## src/rtl/decoder_2to4.sv

```systemverilog
// ----------------------------------------------------------------------------
// decoder_2to4
//
// Two-bit to one-hot decoder with a registered snapshot of the last enabled
// decode and optional per-code saturating occurrence counters.
//
// Build option:
//   DECODER_COUNT_EN  when defined, the four saturating counters are built;
//                     when undefined, count_00..count_11 are tied to zero
//                     and the ports remain present.
//
// Ports:
//   clk        system clock, rising-edge active
//   reset      synchronous active-high reset
//   en         sample enable for registered outputs and counters
//   val_in     2-bit code to decode
//   val_00..11 combinational one-hot flags, independent of clk/reset/en
//   onehot_q   registered decode of the last sampled code
//   valid_q    set once at least one sample has been taken since reset
//   count_*    CNT_W-bit saturating per-code sample counts
// ----------------------------------------------------------------------------
module decoder_2to4 #(
    parameter int unsigned CNT_W = 8
) (
    input  logic             clk,
    input  logic             reset,
    input  logic             en,
    input  logic [1:0]       val_in,
    output logic             val_00,
    output logic             val_01,
    output logic             val_10,
    output logic             val_11,
    output logic [3:0]       onehot_q,
    output logic             valid_q,
    output logic [CNT_W-1:0] count_00,
    output logic [CNT_W-1:0] count_01,
    output logic [CNT_W-1:0] count_10,
    output logic [CNT_W-1:0] count_11
);

    logic [3:0] dec;
    logic [3:0] onehot_d;
    logic       valid_d;

    // Zero-latency decode; bit i corresponds to code i.
    always_comb begin
        dec = 4'b0001 << val_in;
    end

    assign val_00 = dec[0];
    assign val_01 = dec[1];
    assign val_10 = dec[2];
    assign val_11 = dec[3];

    always_comb begin
        onehot_d = onehot_q;
        valid_d  = valid_q;
        if (en) begin
            onehot_d = dec;
            valid_d  = 1'b1;
        end
    end

    always_ff @(posedge clk) begin
        if (reset) begin
            onehot_q <= 4'b0000;
            valid_q  <= 1'b0;
        end else begin
            onehot_q <= onehot_d;
            valid_q  <= valid_d;
        end
    end

`ifdef DECODER_COUNT_EN
    localparam logic [CNT_W-1:0] CntMax = '1;

    logic [CNT_W-1:0] cnt_q [4];
    logic [CNT_W-1:0] cnt_d [4];

    // Only the counter selected by the sampled code can move; a counter at
    // its maximum holds until reset instead of wrapping.
    always_comb begin
        for (int i = 0; i < 4; i++) begin
            cnt_d[i] = cnt_q[i];
            if (en && dec[i] && (cnt_q[i] != CntMax)) begin
                cnt_d[i] = cnt_q[i] + CNT_W'(1);
            end
        end
    end

    always_ff @(posedge clk) begin
        for (int i = 0; i < 4; i++) begin
            if (reset) begin
                cnt_q[i] <= '0;
            end else begin
                cnt_q[i] <= cnt_d[i];
            end
        end
    end

    assign count_00 = cnt_q[0];
    assign count_01 = cnt_q[1];
    assign count_10 = cnt_q[2];
    assign count_11 = cnt_q[3];
`else
    assign count_00 = '0;
    assign count_01 = '0;
    assign count_10 = '0;
    assign count_11 = '0;
`endif

`ifndef SYNTHESIS
    // Sampling an unknown code is illegal.
    a_known_code_when_enabled : assert property (
        @(posedge clk) disable iff (reset) en |-> !$isunknown(val_in)
    );
`endif

endmodule

```

## config.mk

```make
export PLATFORM = sky130hd
export DESIGN_NAME = decoder_2to4
export DESIGN_NICKNAME = d
export VERILOG_FILES = /design/src/rtl/decoder_2to4.sv
export SDC_FILE = /design/constraint.sdc
export NUM_CORES = 1
export LEC_CHECK = 0
export BUFFER_PORTS_ARGS = -buffer_cell sky130_fd_sc_hd__buf_2
export CAP_MARGIN = 20
export CORE_AREA = 5 5 42 44
export CTS_BUF_LIST = sky130_fd_sc_hd__clkbuf_8
export CTS_CLUSTER_DIAMETER = 30
export DETAILED_ROUTE_END_ITERATION = 7
export DIE_AREA = 0 0 47 49
export PLACE_DENSITY = 0.84
export REMOVE_ABC_BUFFERS = 1
export SLEW_MARGIN = 20
export SYNTH_ARGS = -nofsm -noshare
export SYNTH_HDL_FRONTEND = slang
export SYNTH_SLANG_ARGS = --single-unit
```

## constraint.sdc

```tcl
create_clock -name clk -period 1.8 [get_ports clk]
set_input_delay 0.18 -clock clk [delete_from_list [all_inputs] [get_ports clk]]
set_output_delay 0.18 -clock clk [all_outputs]
set_load 0.005 [all_outputs]
```

==> summary.md <==
| Metric | Value |
|---|---|
| Root cell of the clock tree | clkbuf_8 |
| CTS tree | done |
| Cell count after synthesis | 56 |
| Crit-path leading delay family | flip-flops |
| Cts bufs inserted | 3 |
| Crit path kind | register to output port |
| Pwr Density | 806.8 nW/um^2 |
| Worst setup SP type | register |
| Simple-gate portion of the synthesized area | 0.1856 |
| Net Switching | 0.09004 mW |
| Crit-path cells | buf_2 |
| Die height | 49 um |
| Commonest non-fill, non-tap cell in the layout | conb_1 |
| Hold Buf Count CTS | 0 |
| Clk pin slew, worst setup/hold paths | 30 ps |
| Place WS | 872.7 ps |
| Synth top area cells | buf_4 53%, dfxtp_1 22%, nand2b_1 5.5%, a21oi_1 3.3%, nand3b_1 3.3% |
| Gates resized, CTS repair | 0 |
| CP Depth | 1 |
| Clock power frac | 0.544 |
| Worst Hold Class | primary input to register |
| Worst Setup EP | onehot_q[0] |
| # IOs | 46 |
| Routed WL per cell | 8.739 um |
| Starting Density | 0.3223 |
| Max incr delay on CP | 320 ps |
| Number of nets with antenna violations after routing | 0 |
| Slew Limit Fails | 0 |
| FF-to-FF End | onehot_q[0]$_SDFFE_PP0P_ |
| Worst Setup Slack, final | 963.5 ps |
| Critical-path maximum fanout | 2 |
| Worst R2R Start | onehot_q[0]$_SDFFE_PP0P_ |
| Layout overhead on the synthesized area | 1.385% |
| DR vias/cell | 3.386 |
| Clock skew | 0 ps |
| Row Count | 14 |
| Multiplexer share of the synthesized area | 0 |
| Crit end category | output port |
| Total power | 0.3695 mW |
| Post-synth top area share | 0.5319 |
| RePlAce Congestion | 0.6886 |
| Initial DRC Count | 4 |
| Reg2Reg Depth | 2 |
| Max-cap viol count | 0 |
| Synthesis warning total | 0 |
| Post-CTS Setup Bufs | 0 |
| Switching Share | 0.2437 |
| FF+latch count, synth | 5 |
| Fin crit period | 836.5 ps |
| Htree depth | 1 |
| DR vias | 298 |
| Combinational cell fraction of total power | 0.135 |
| Flop pwr share | 0.321 |
| Worst path bufs/invs | 1 |
| Ant diodes | 0 |
| First-pass GRT wire length | 1083 um |
| Fin util | 0.3268 |
| Largest net degree at the start of global routing | 10 |
| Hold Vio Cnt, Final | 0 |
| Critical Path RT | 1620 ps |
| Syn_area_per_cell | 8.066 um^2 |
| Die X | 47 um |
| Area leader, netlist | buf_4 |
| Critical Path AT | 660 ps |
| Most frequent cells in the layout | 32 x conb_1, 13 x buf_2, 5 x dfxtp_1 |
| R2r setup slk | 1220 ps |
| Setup_tns | 0 ps |
| Outcome | complete, no violations |
| Largest family of logic cells by synthesized area | buffers and inverters |
| Placed wire-length estimate | 637.1 um |
| Final wirelength | 769 um |
| Worst-skew pair later-pin latency | 220 ps |
| Post-synthesis adder-cell area fraction | 0 |
| Final setup viols | 0 |
| GRT overflow | 0 |
| Core area | 1401 um^2 |
| Worst VDD drop | 199.1 uV |
| Post-Syn Area | 451.7 um^2 |
| Synth Area in Compound Gates | 0.05263 |
| Vias in the first global route | 252 |
| Slowest-stage cell, CP | dfxtp_1 |
| DRC | 0 |
| DRT Pass-1 Iters | 3 |
| Die area | 2303 um^2 |
| Xor/xnor share of the synthesized area | 0 |
| F_max | 1.195 GHz |
| RSZ-0062 raised after global routing | no |
| Synth unique cells | 12 |
| Period utilization | 0.4647 |
| Int Pwr | 0.2794 mW |
| CTS max path bufs | 2 |
| Total Nets Final | 78 |
| Total GRT Usage | 0.07460 |
| CTS Sinks | 5 |
| Initial antenna violation count | 0 |
| CP startpoint | onehot_q[0]$_SDFFE_PP0P_ |
| Share of layout cells above drive strength 1 | 0.2361 |
| Sequential-to-total area share from yosys stat | 0.2216 |
| IO buf count | 13 |
| P_leak | 0.2618 nW |
worst min-delay path by stage:
| stage | depth (start not counted) | startpoint | end |
|---|---|---|---|
| after floorplan | 1 | reset | onehot_q[0]$_SDFFE_PP0P_ |
| after global placement | 2 | reset | onehot_q[0]$_SDFFE_PP0P_ |
| after detailed placement | 2 | reset | onehot_q[0]$_SDFFE_PP0P_ |
| after CTS | 2 | reset | onehot_q[0]$_SDFFE_PP0P_ |
| after global routing | 2 | reset | onehot_q[0]$_SDFFE_PP0P_ |
| final | 2 | reset | onehot_q[0]$_SDFFE_PP0P_ |
through the flow:
stage / std cells / cell area [um^2] / hold slack (ps)
5_1_grt: 88 / 457.9 / 189.0
6_report: 88 / 457.9 / 189.5
2_1_floorplan: 55 / 327.8 / 242.4
3_5_place_dp: 84 / 412.9 / 414.5
4_1_cts: 88 / 457.9 / 180.8
3_3_place_gp: 84 / 412.9 / 399.8
worst reg2reg max path, cell delays in order (launching register included):
cell and delay, ps:
dfxtp_1 320, nand2b_1 70, a21oi_2 120
power groups by stage:
stage | clock [mW] | combinational (mW) | sequential, mW
floorplan | 0 | 0.0264 | 0.121
global placement | 0 | 0.0469 | 0.120
detailed placement | 0 | 0.0477 | 0.121
CTS | 0.208 | 0.0479 | 0.119
global route | 0.217 | 0.0582 | 0.119
finish | 0.201 | 0.0499 | 0.119
cell usage after synthesis:
cell type / instances
nand3b_1: 2
a21oi_1: 3
nand3_1: 1
or3b_1: 1
nor2_1: 3
buf_4: 32
a21oi_2: 1
dfxtp_1: 5
nand2b_1: 4
nor2b_1: 2
conb_1: 1
and2_1: 1
metal layers:
layer / global-route usage / up-vias / wire (um)
met5: 0 / - / 0
met4: 0.1106 / 0 / 51
met3: 0.03690 / 5 / 172
met2: 0.1018 / 33 / 328
met1: 0.05921 / 118 / 217
li1: - / 142 / -
sequential cells by signal, indices dropped and copies added (netlist names):
| signal | count |
|---|---|
| onehot_q | 4 |
| valid_q | 1 |
kinds of logic after synthesis:
kind of cell | after synthesis
buffers and inverters | 32
flip-flops | 5
other | 1
AND/OR/NAND/NOR | 14
AO/OA/AOI/OAI | 4
area by class of cell:
type / count / area (um^2)
fill: 147 / 943.4
tap: 16 / 20.02
multi-input combinational: 50 / 227.7
clock inverter: 1 / 3.754
sequential: 5 / 100.1
timing repair buffer: 13 / 65.06
clock buffer: 3 / 41.29
(Power assumes the default switching activity.)
